==> src/rtl/lfsr_burst_ctrl.sv <==
// Two-requester burst controller sharing one Fibonacci LFSR, streamed over valid/ready.
// Optional build macro LFSR_CTRL_ZERO_GUARD_EN keeps the LFSR out of the all-zero lock-up state.
module lfsr_burst_ctrl #(
  parameter int unsigned    W    = 3,
  parameter logic [W-1:0]   TAPS = 3'b101,
  parameter logic [W-1:0]   SEED = 3'b100,
  parameter int unsigned    LW   = 4
) (
  input  logic          CLK,
  input  logic          RST,
  input  logic          REQ0,
  input  logic          REQ1,
  input  logic [LW-1:0] LEN0,
  input  logic [LW-1:0] LEN1,
  output logic          GNT0,
  output logic          GNT1,
  input  logic          SEED_WE,
  input  logic [W-1:0]  SEED_IN,
  output logic          OUT_VALID,
  input  logic          OUT_READY,
  output logic [W-1:0]  OUT_DATA,
  output logic          OUT_ID,
  output logic          OUT_LAST,
  output logic          BUSY
);

  // One extra bit so a zero length field can encode 2^LW words
  localparam int unsigned CW = LW + 1;

  typedef enum logic {
    ST_IDLE = 1'b0,
    ST_RUN  = 1'b1
  } state_e;

  state_e          state_q, state_d;
  logic [W-1:0]    lfsr_q, lfsr_d;
  logic [CW-1:0]   count_q, count_d;
  logic            rr_last_q, rr_last_d;
  logic            gnt0_q, gnt0_d;
  logic            gnt1_q, gnt1_d;
  logic            out_valid_q, out_valid_d;
  logic            out_id_q, out_id_d;
  logic            out_last_q, out_last_d;
  logic            busy_q, busy_d;

  logic            fb_c;
  logic [W-1:0]    lfsr_step_c;
  logic [W-1:0]    seed_load_c;
  logic            win_id_c;
  logic [LW-1:0]   win_len_c;
  logic [CW-1:0]   burst_len_c;
  logic            arb_go_c;
  logic            accept_c;

  // LFSR next value and seed-load value, with optional zero-state guard
  always_comb begin
    fb_c = ^(lfsr_q & TAPS);
`ifdef LFSR_CTRL_ZERO_GUARD_EN
    lfsr_step_c = (lfsr_q == '0) ? SEED : {fb_c, lfsr_q[W-1:1]};
    seed_load_c = (SEED_IN == '0) ? SEED : SEED_IN;
`else
    lfsr_step_c = {fb_c, lfsr_q[W-1:1]};
    seed_load_c = SEED_IN;
`endif
  end

  // Round-robin pick: on a tie the requester not granted last wins
  always_comb begin
    win_id_c    = (REQ0 && REQ1) ? ~rr_last_q : REQ1;
    win_len_c   = win_id_c ? LEN1 : LEN0;
    burst_len_c = (win_len_c == '0) ? {1'b1, {LW{1'b0}}} : {1'b0, win_len_c};
    arb_go_c    = (REQ0 | REQ1) & ~SEED_WE;
    accept_c    = out_valid_q & OUT_READY;
  end

  // State register
  always_ff @(posedge CLK) begin
    if (RST) begin
      state_q <= ST_IDLE;
    end else begin
      state_q <= state_d;
    end
  end

  // Next-state logic
  always_comb begin
    state_d = state_q;
    case (state_q)
      ST_IDLE: if (arb_go_c) state_d = ST_RUN;
      ST_RUN:  if (accept_c && out_last_q) state_d = ST_IDLE;
      default: state_d = ST_IDLE;
    endcase
  end

  // Output and datapath next values
  always_comb begin
    lfsr_d      = lfsr_q;
    count_d     = count_q;
    rr_last_d   = rr_last_q;
    gnt0_d      = 1'b0;
    gnt1_d      = 1'b0;
    out_valid_d = out_valid_q;
    out_id_d    = out_id_q;
    out_last_d  = out_last_q;
    busy_d      = busy_q;
    case (state_q)
      ST_IDLE: begin
        out_valid_d = 1'b0;
        busy_d      = 1'b0;
        out_last_d  = 1'b0;
        if (SEED_WE) begin
          lfsr_d = seed_load_c;
        end else if (REQ0 || REQ1) begin
          gnt0_d      = ~win_id_c;
          gnt1_d      = win_id_c;
          out_id_d    = win_id_c;
          count_d     = burst_len_c;
          out_valid_d = 1'b1;
          busy_d      = 1'b1;
          out_last_d  = (burst_len_c == CW'(1));
        end
      end
      ST_RUN: begin
        if (accept_c) begin
          lfsr_d  = lfsr_step_c;
          count_d = count_q - CW'(1);
          if (out_last_q) begin
            out_valid_d = 1'b0;
            busy_d      = 1'b0;
            out_last_d  = 1'b0;
            rr_last_d   = out_id_q;
          end else begin
            out_last_d = (count_q == CW'(2));
          end
        end
      end
      default: begin
        out_valid_d = 1'b0;
        busy_d      = 1'b0;
        out_last_d  = 1'b0;
      end
    endcase
  end

  // Datapath and output registers
  always_ff @(posedge CLK) begin
    if (RST) begin
      lfsr_q      <= SEED;
      count_q     <= '0;
      rr_last_q   <= 1'b1;
      gnt0_q      <= 1'b0;
      gnt1_q      <= 1'b0;
      out_valid_q <= 1'b0;
      out_id_q    <= 1'b0;
      out_last_q  <= 1'b0;
      busy_q      <= 1'b0;
    end else begin
      lfsr_q      <= lfsr_d;
      count_q     <= count_d;
      rr_last_q   <= rr_last_d;
      gnt0_q      <= gnt0_d;
      gnt1_q      <= gnt1_d;
      out_valid_q <= out_valid_d;
      out_id_q    <= out_id_d;
      out_last_q  <= out_last_d;
      busy_q      <= busy_d;
    end
  end

  assign GNT0      = gnt0_q;
  assign GNT1      = gnt1_q;
  assign OUT_VALID = out_valid_q;
  assign OUT_DATA  = lfsr_q;
  assign OUT_ID    = out_id_q;
  assign OUT_LAST  = out_last_q;
  assign BUSY      = busy_q;

endmodule

==> config.mk <==
export PLATFORM = sky130hd
export DESIGN_NAME = lfsr_burst_ctrl
export DESIGN_NICKNAME = d
export VERILOG_FILES = /design/src/rtl/lfsr_burst_ctrl.sv
export SDC_FILE = /design/constraint.sdc
export NUM_CORES = 1
export LEC_CHECK = 0
export CAP_MARGIN = 30
export CORE_MARGIN = 2
export CORE_UTILIZATION = 51
export CTS_BUF_LIST = sky130_fd_sc_hd__clkbuf_8
export DETAILED_ROUTE_END_ITERATION = 10
export PLACE_DENSITY = 0.95
export SYNTH_ARGS = -nofsm -noshare
export SYNTH_HDL_FRONTEND = slang
export SYNTH_SLANG_ARGS = --single-unit
==> constraint.sdc <==
create_clock -name CLK -period 2.41 [get_ports CLK]
set_clock_uncertainty 0.05 [all_clocks]
set_input_delay 0.241 -clock CLK [delete_from_list [all_inputs] [get_ports CLK]]
set_output_delay 0.241 -clock CLK [all_outputs]
set_load 0.005 [all_outputs]
==> summary.md <==
| Metric | Value |
|---|---|
| Status | `complete, no violations` |
| Vias in the first global route | `825` |
| Final hold violation count | `0` |
| Required time of the critical path | `2.53 ns` |
| Final wirelength | `2332 um` |
| Peak VDD IR | `0.4232 mV` |
| Core area | `0.001524 mm^2` |
| Clock tree from TritonCTS | `built` |
| Max H-tree Level | `1` |
| Setup TNS | `0 ns` |
| Syn_area_per_cell | `8.544 um^2` |
| Synth Area in Simple Gates | `24.11%` |
| Min-delay worst type | `register to register` |
| Slew headroom | `58.26%` |
| Fmax | `611.8 MHz` |
| Worst Hold End | `count_q[3]$_SDFFE_PP0P_` |
| Gpl congestion | `0.7996` |
| Initial antenna violation count | `0` |
| Syn Inst Count | `99` |
| Internal power | `0.0004550 W` |
| Ys flop type | `dfxtp_1` |
| Setup-failing EPs final | `0` |
| DR pass1 iterations | `4` |
| Final Max Slew Viols | `0` |
| Area share of fa/ha/maj cells after synthesis | `2.959%` |
| Clk pwr share | `32.0%` |
| Initial Util | `55.50%` |
| Share of layout cells above drive strength 1 | `8.800%` |
| R2r endpoint | `count_q[3]$_SDFFE_PP0P_` |
| Register-to-Register Path Depth | `5` |
| Hold bufs inserted after CTS | `0` |
| Sequential share of power | `44.8%` |
| Leakage power | `0.4334 nW` |
| Buffers added on ports | `25` |
| GR Util All Layers | `25.98%` |
| Distinct cells, synth | `37` |
| Clock slew at reported path FFs | `0.06 ns` |
| CP max FO | `9` |
| GR Overflow Total | `0` |
| Main combinational cell family by area after synthesis | `compound AO/OA/AOI/OAI gates` |
| Sw frac | `27.15%` |
| Setup repair bufs after CTS | `0` |
| Synth Area in Compound Gates | `26.04%` |
| # resized after CTS | `0` |
| Ys Warns | `0` |
| Root Driver | `clkbuf_8` |
| Final hold slack | `0.4586 ns` |
| Top-count cell post-synth | `dfxtp_1` |
| Clock Tree Buf Depth | `2` |
| Hpwl dp | `1678 um` |
| Gate power share | `23.2%` |
| Via density per instance | `5.972` |
| Slew @ Worst Pin | `0.6241 ns` |
| Share of the synthesized area in the top cell type | `35.50%` |
| Vias | `842` |
| Largest net degree at the start of global routing | `16` |
| FF-to-FF Start | `state_q$_SDFF_PP0_` |
| Die X | `44.73 um` |
| Pre-CTS WS | `0.6554 ns` |
| Pwr Density | `545.5 mW/mm^2` |
| DIE AREA | `0.002000 mm^2` |
| RSZ-0062 raised after global routing | `no` |
| Post-synthesis mux area share | `6.213%` |
| CP Launch Type | `register` |
| Fin util | `75.12%` |
| Num CTS Buffers | `3` |
| CP arrival | `1.76 ns` |
| Shortest period the worst path allows | `1.635 ns` |
| First-pass GRT wire length | `3677 um` |
| Xor/xnor share of the synthesized area | `1.036%` |
| 1st-iter DRT viols | `33` |
| Synth top area cells | `dfxtp_1 36%, nand2_1 5.3%, a21o_1 4.4%` |
| Number of enable flip-flop cells after synthesis | `0` |
| Remaining antenna violation count | `0` |
| # Max-Cap Violations | `0` |
| Yosys top cell by area | `dfxtp_1` |
| Worst reg-to-reg setup slack | `0.78 ns` |
| Post-synth top cells | `15 x dfxtp_1, 12 x nand2_1, 8 x nor2_1` |
| Final setup margin | `0.7755 ns` |
| Min-delay src | `count_q[3]$_SDFFE_PP0P_` |
| I/O Pins | `26` |
| Vert. Die Dim | `44.73 um` |
| Clk sink count | `15` |
| DR WL/cell | `16.54 um` |
| Synth async-reset ratio | `0%` |
| CP Class | `register to register` |
| Switch Pwr | `0.0001696 W` |
| Flops & latches, synth | `15` |
| Row cnt | `14` |
| Hold-critical path depth | `2` |
| Syn Std Cell Area | `845.8 um^2` |
| Clk_lat worst skew | `0.25 ns` |
| ANT cells | `0` |
| Layout area overhead | `35.36%` |
| CP Capture Type | `register` |
| Net count, final | `145` |
| Sequential fraction of the synthesis area | `35.50%` |
| Drt drc | `0` |
| Final Cycle Share | `67.82%` |
| Syn nets | `118` |
| Filler instances | `118` |
## sequential cells by signal, indices dropped and copies added (netlist names)
name,flops
BUSY,1
GNT0,1
count_q,5
rr_last_q,1
OUT_DATA,3
GNT1,1
OUT_LAST,1
OUT_ID,1
state_q,1
## worst max path at each step
stage / from / slack [ns] / to
after floorplan: BUSY$_SDFFE_PP0P_ / 1.14 / count_q[3]$_SDFFE_PP0P_
after detailed placement: OUT_READY / 0.66 / count_q[3]$_SDFFE_PP0P_
after CTS: state_q$_SDFF_PP0_ / 0.80 / count_q[1]$_SDFFE_PP0P_
final: state_q$_SDFF_PP0_ / 0.78 / count_q[3]$_SDFFE_PP0P_
after global routing: state_q$_SDFF_PP0_ / 0.74 / count_q[3]$_SDFFE_PP0P_
after global placement: OUT_READY / 0.72 / count_q[3]$_SDFFE_PP0P_
## through the flow
stage | power (W) | cell area, um^2 | instances
detailed placement | 0.0004260 | 1100 | 137
finish | 0.0006246 | 1145 | 141
global placement | 0.0004210 | 1100 | 137
floorplan | 0.0003600 | 845.8 | 99
CTS | 0.0006237 | 1145 | 141
global route | 0.0006553 | 1145 | 141
## logic make-up (layout without fill, tap and decap cells)
group	count (synthesis)	in the layout
fa+ha+maj	2	2
compound gates	29	29
flops	15	15
buf+inv	7	33
mux	5	5
xor+xnor	1	1
simple gates	40	40
## layout by cell type, fill, tap and decap left out, types with 2 or more instances in the layout
cell type         n
clkdlybuf4s50_1  25
dfxtp_1          15
nand2_1          12
nor2_1            8
a21oi_1           6
a21o_1            5
nand3_1           5
inv_1             4
nor3_1            4
a21oi_2           3
mux2i_1           3
clkbuf_8          3
and3_1            2
mux2_1            2
nand3b_1          2
nand4b_1          2
o21ai_1           2
a31oi_1           2
ha_1              2
## area by class of cell
type                    count  area [um^2]  area share [%]
clock buffers               3        41.29           3.607
clock inverters             1        3.754          0.3279
inverters                   3        11.26          0.9836
multi-input cells          77        510.5           44.59
flip-flops and latches     15        300.3           26.23
well taps                  16        20.02           1.749
repair buffers             26        257.7           22.51
## worst max-delay path, cell delays in order (launching register included)
cell and delay, ns:
dfxtp_1 0.42, buf_4 0.21, and3_1 0.34, a21oi_2 0.11, a221o_1 0.30, a21oi_2 0.13
## power by group through the flow
| stage | clock, W | sequential [W] | combinational [W] |
|---|---|---|---|
| 6_report | 0.000200 | 0.000279 | 0.000145 |
| 4_1_cts | 0.000200 | 0.000279 | 0.000144 |
| 3_3_place_gp | 0 | 0.000284 | 0.000137 |
| 2_1_floorplan | 0 | 0.000281 | 0.0000788 |
| 5_1_grt | 0.000217 | 0.000282 | 0.000157 |
| 3_5_place_dp | 0 | 0.000285 | 0.000141 |
## metal layers
metal | track usage (%) | wire length (um)
met5 | 0 | 0
met4 | 12.12 | 23
met3 | 5.600 | 131
met2 | 46.96 | 1231
met1 | 28.61 | 944
Note: power is estimated with default switching activity, not from simulation.
